$ cat src/rtl/demux2_router.sv
// demux2_router: 1-to-2 ready/valid demultiplexer with an independent 2-entry FIFO per output channel
module demux2_fifo (
  input  logic       clk,
  input  logic       rst,
  input  logic [7:0] din,
  input  logic       push,
  input  logic       ready,
  output logic [7:0] dout,
  output logic       valid,
  output logic [1:0] cnt
);
  logic [7:0] mem [2];
  logic       wp, rp;
  logic       pop;
  assign valid = cnt != 2'd0;
  assign pop   = valid && ready;
  assign dout  = valid ? mem[rp] : 8'h00;
  // storage, pointers and occupancy; reset wins over push/pop, push is pre-gated against full
  always_ff @(posedge clk) begin
    if (rst) begin
      mem[0] <= 8'h00;
      mem[1] <= 8'h00;
      wp     <= 1'b0;
      rp     <= 1'b0;
      cnt    <= 2'd0;
    end else begin
      if (push) begin
        mem[wp] <= din;
        wp      <= ~wp;
      end
      if (pop) rp <= ~rp;
      cnt <= cnt + {1'b0, push} - {1'b0, pop};
    end
  end
endmodule

module demux2_router (
  input  logic       clk,
  input  logic       rst,
  input  logic [7:0] ip,
  input  logic       sel,
  input  logic       ip_valid,
  output logic       ip_ready,
  output logic [7:0] op1,
  output logic       op1_valid,
  input  logic       op1_ready,
  output logic [7:0] op2,
  output logic       op2_valid,
  input  logic       op2_ready,
  output logic [1:0] cnt1,
  output logic [1:0] cnt2
);
  logic acc;
  assign ip_ready = (sel ? cnt2 : cnt1) != 2'd2;
  assign acc      = ip_valid && ip_ready;
  demux2_fifo ch1 (
    .clk(clk), .rst(rst), .din(ip), .push(acc && !sel), .ready(op1_ready),
    .dout(op1), .valid(op1_valid), .cnt(cnt1)
  );
  demux2_fifo ch2 (
    .clk(clk), .rst(rst), .din(ip), .push(acc && sel), .ready(op2_ready),
    .dout(op2), .valid(op2_valid), .cnt(cnt2)
  );
endmodule

$ cat config.mk
export PLATFORM = sky130hd
export DESIGN_NAME = demux2_router
export DESIGN_NICKNAME = d
export VERILOG_FILES = /design/src/rtl/demux2_router.sv
export SDC_FILE = /design/constraint.sdc
export NUM_CORES = 1
export LEC_CHECK = 0
export CAP_MARGIN = 20
export CELL_PAD_IN_SITES_DETAIL_PLACEMENT = 1
export CELL_PAD_IN_SITES_GLOBAL_PLACEMENT = 1
export CORE_MARGIN = 2
export CORE_UTILIZATION = 30
export DETAILED_ROUTE_END_ITERATION = 16
export GPL_TIMING_DRIVEN = 0
export HOLD_SLACK_MARGIN = 0.05
export MAX_ROUTING_LAYER = met4
export PLACE_DENSITY = 0.71
export RECOVER_POWER = 100
export REMOVE_ABC_BUFFERS = 1
export SLEW_MARGIN = 20
export SYNTH_ARGS = -nofsm -noshare
export SYNTH_HDL_FRONTEND = slang
export SYNTH_HIERARCHICAL = 1
export SYNTH_SLANG_ARGS = --single-unit
$ cat constraint.sdc
create_clock -name clk -period 4.5 [get_ports clk]
set_input_delay 1.35 -clock clk [delete_from_list [all_inputs] [get_ports clk]]
set_output_delay 1.35 -clock clk [all_outputs]
set_load 0.005 [all_outputs]
# [Word-level counts from Yosys, hierarchy flattened]
# Memory sizes are Yosys's and may differ from the RTL's. A register that Yosys moved wholly into a read port is not among the register bits.
# Index checks and enable logic that the tools add are counted.
[word_totals] register_bits=8 ram_bits=32 out_inout_bits=23 elab_cells=48 n_memories=2
[mem_list] memory="ch1.mem" words=2 word_bits=8 rd=1 rd_clocked_by_memory_dff=1 write_ports=2 line="12" text="logic [7:0] mem [2];"
[mem_list] memory="ch2.mem" words=2 word_bits=8 rd=1 rd_clocked_by_memory_dff=1 write_ports=2 line="12"
[op_classes] add_sub_neg=4 n_eq_ne=1 n_mux=21 n_bitwise=4 reduce_logical=10
[op_table] op="$mux 8" n=4
[op_table] op="$mux 1" n=16
[op_table] op="$reduce_or 8->1" n=2
[op_table] op="$logic_and 1x1->1" n=5
[op_table] op="$add 2x1->2" n=2
[op_table] op="$not 1->1" n=4
[op_table] op="$reduce_bool 2->1" n=2
[op_table] op="$sub 2x1->2" n=2
[op_table] op="$mux 2" n=1
[op_table] op="$ne 2x2->1 const B" n=1
[op_table] op="$logic_not 1->1" n=1

# [Longest topological paths before layout]
[logic_depth] depth_word=9 mapped_depth=6 depth_no_buf=6

# [Modules after synthesis]
# Netlist, hierarchy kept.
[by_module_without_submodules] mod="demux2_fifo" instances=2 cells_each=84 area_each_um2=973.4
[by_module_without_submodules] mod="demux2_router" instances=1 cells_each=7 area_each_um2=45.0

# [Worst setup path before layout]
# Ideal clock, no wire load.
[synth_path] path_kind="input to output" from="input sel" to="output ip_ready" arrival_ns=1.572 required_time_ns=3.150 path_slack_ns=1.578 cell_stages=2 path_buffers=0 cell_sequence="nor3b_1 -> a31oi_1"
[synth_between] elab_chain_len=2
[synth_rtl] element="from (decl)" line="41" text="input logic sel,"
[synth_rtl] element="$mux 2" line="54" text="assign ip_ready = (sel ? cnt2 : cnt1) != 2'd2;"
[synth_rtl] element="$ne 2x2->1" line="54"
[synth_rtl] element="to (decl)" line="43" text="output logic ip_ready,"
# No other way between the ends.

# [Worst setup path after layout]
# Ends and elaborated chain as after synthesis.

==> run_results.csv <==
group,metric,value,unit
critical_path,crit_path_end_kind,"primary output",
outcome,status,"completed",
worst_hold_path,hold_path_class,"flip-flop to flip-flop",
cells_and_area,finalInstanceArea,2479,um2
sta,max_freq,242.7,MHz
sta,worstMarginPinSlew,0.9066,ns
synthesis,syn_inst,175,
cells_and_area,layout-drive-gt1-share,3.756,%
power,sw_frac_of_total,29.79,%
synthesis,synth_area_leader_cell,"edfxtp_1",
place,routabilityCongestion,0.7201,
cells_and_area,nNetsFinal,230,
synthesis,ys_ff_latch,42,
place,port_buffers,36,
cells_and_area,multiInputGateArea,748.2,um2
clock_tree,clock_path_buffers,2,
detailed_routing,ant_nets,0,
floorplan,num_rows,29,
place,dp_cells,282,
detailed_routing,wl_per_cell,14.02,um
clock_tree,cts_tree,"yes",
floorplan,fp.dieW,85.49,um
clock_tree,htreeDepth,2,
power,seqPwrFrac,47.1,%
power,p_leak,0.9634,nW
sta,min_period_over_period,91.56,%
clock_tree,postCtsHoldBufs,0,
critical_path,max_stage_delay,0.58,ns
floorplan,io_pins,37,
cells_and_area,fillers,719,
synthesis,yosysWarnings,6,
floorplan,start_util,31.19,%
power,clockPowerShare,21.9,%
global_route,antenna_found_initial,0,
detailed_routing,num_vias,1340,
clock_tree,cts_setup_buffers,0,
critical_path,cp_max_fo,4,
cells_and_area,antenna_cells,0,
global_route,grt_max_degree,31,
synthesis,synth.distinct_cells,18,
synthesis,yosysSeqAreaShare,58.29,%
floorplan,core_area,6386,um2
flow_run,maxCapViolCount,0,
power,comb_power_share,31.0,%
cells_and_area,seq_area,1161,um2
critical_path,rr_worst_depth,4,
power,intPower,0.7728,mW
cells_and_area,final_cell_mix,"54 x nor2_1, 32 x edfxtp_1, 24 x nand2b_1, 23 x dlygate4sd3_1, 16 x mux2i_1",
sta,rsz0062_at_grt,"no",
sta,fin_crit,4.120,ns
clock_tree,numCtsBuffers,5,
critical_path,critPathArrivalTime,2.77,ns
sta,fin_ws,0.3798,ns
global_route,grt.overflow.total,0,
sta,clock_skew,0.01172,ns
critical_path,worstSetupPathDepth,4,
power,p_per_area,444.1,nW/um2
global_route,grt.total_usage,12.77,%
clock_tree,cts.clk_slew.worst_paths,0.07,ns
place,place_area,2419,um2
sta,finalMaxSlewViolations,0,
cells_and_area,instances_no_fill,290,
critical_path,crit_top_cell,"dlygate4sd3_1",
cells_and_area,syn_to_final_growth,24.43,%
detailed_routing,drt_iter0_drc,30,
critical_path,crit_slowest_cell,"dlygate4sd3_1",
global_route,grt_pass1_wl,6858,um
worst_hold_path,holdPathStages,2,
cells_and_area,mostFrequentLayoutCell,"nor2_1",
global_route,grt_pass1_vias,1402,
critical_path,worst-setup-path-type,"input pin to primary output",
synthesis,syn_area_per_cell,11.38,um2
sta,setup_viol,0,
critical_path,cp_cell_sequence,"dlygate4sd3_1 > nor3b_1 > a31oi_1 > dlygate4sd3_1",
place,dp_slack,0.5372,ns
clock_tree,clkSinkCount,42,
sta,setup_tns,0,ns
detailed_routing,totalWireLength,4065,um
synthesis,synth_top_cell_area_share,48.24,%
critical_path,path_buf_inv,2,
detailed_routing,via_per_inst,4.621,
clock_tree,cts_root_buf,"clkbuf_8",
detailed_routing,first_pass_iters,4,
sta,hold_violations,0,
clock_tree,clkLatencyLatePin,0.30,ns
clock_tree,cts_resized,0,
synthesis,syn_area,1992,um2
power,ir_drop,0.2080,mV
critical_path,crit_path_start_kind,"input pin",
place,dp_hpwl,2875,um
critical_path,critPathRequiredTime,3.15,ns
synthesis,synthTopCellsByArea,"edfxtp_1 48%, dfxtp_1 10%, nor2_1 9.8%",
critical_path,critical-path-top-delay-family,"buffers and inverters",
detailed_routing,drc,0,
sta,relSlewSlack,39.36,%
power,p_sw,0.3279,mW
floorplan,dieArea,7308,um2
sta,hold_ws,0.4876,ns
floorplan,dieHeight,85.49,um
power groups by stage:
| stage | clock (mW) | sequential [mW] | combinational, mW |
|---|---|---|---|
| 3_5_place_dp | 0 | 0.533 | 0.385 |
| 5_1_grt | 0.267 | 0.528 | 0.393 |
| 3_3_place_gp | 0 | 0.530 | 0.377 |
| 6_report | 0.241 | 0.519 | 0.341 |
| 2_1_floorplan | 0 | 0.518 | 0.208 |
| 4_1_cts | 0.248 | 0.524 | 0.386 |
worst register-to-register path, stage by stage, from the launching register on:
cell,delay [ns]
dfxtp_1,0.35
nor2b_1,0.14
nor3b_1,0.40
nand2b_1,0.36
nand2b_1,0.45
per-layer routing:
layer	track usage [%]	wire [um]	up-vias
met1	15.75	1838	633
met5	-	0	-
li1	-	-	659
met2	20.31	1956	39
met3	3.307	198	9
met4	4.473	72	0
synthesized netlist by cell type, drive strengths merged:
library cell	count
buf	6
dfxtp	10
nor2	54
nand2b	24
a31oi	1
edfxtp	32
a21oi	3
inv	7
nor2b	5
xnor3	2
ha	4
o21a	2
nand2	3
mux2	4
nor3b	2
mux2i	16
cell families (layout without fill, tap and decap cells):
kind of cell | count (synthesis) | after routing | synth area share, %
AND/OR/NAND/NOR | 88 | 88 | 21.11
flip-flops | 42 | 42 | 58.29
multiplexers | 20 | 20 | 11.06
buffers and inverters | 13 | 51 | 2.827
AO/OA/AOI/OAI | 6 | 6 | 1.947
adder cells (fa/ha/maj) | 4 | 4 | 2.513
XOR/XNOR | 2 | 2 | 2.261
final timing paths:
kind	start	end	slack (ns)
max	sel	ip_ready	0.38
min	ch1/wp$_SDFFE_PP0P_	ch1/wp$_SDFFE_PP0P_	0.49
max reg2reg	ch1/cnt[1]$_SDFF_PP0_	ch1/mem[0][7]$_SDFFCE_PN0P_	2.44
min reg2reg	ch1/wp$_SDFFE_PP0P_	ch1/wp$_SDFFE_PP0P_	0.49
metrics by stage:
step | total power [mW] | utilization [%]
after CTS | 1.158 | 39.22
after global placement | 0.9067 | 37.87
after detailed placement | 0.9171 | 37.87
after floorplan | 0.7257 | -
after global routing | 1.188 | 38.81
final | 1.101 | 38.81
area by class of cell:
| class | count | share of cell area (%) |
|---|---|---|
| Timing Repair Buffer | 36 | 14.54 |
| Inverter | 7 | 1.060 |
| Multi-Input combinational cell | 120 | 30.19 |
| Sequential cell | 42 | 46.84 |
| Clock inverter | 2 | 0.5553 |
| Clock buffer | 6 | 2.928 |
| Tap cell | 77 | 3.887 |
state kept, by name, summed over array words and instances (netlist names), named ones only:
signal   flops
ch1/rp       1
ch2/wp       1
ch2/cnt      2
ch1/wp       1
ch1/mem     16
ch2/rp       1
ch1/cnt      2
ch2/mem     16
Note: power is estimated with default switching activity, not from simulation.
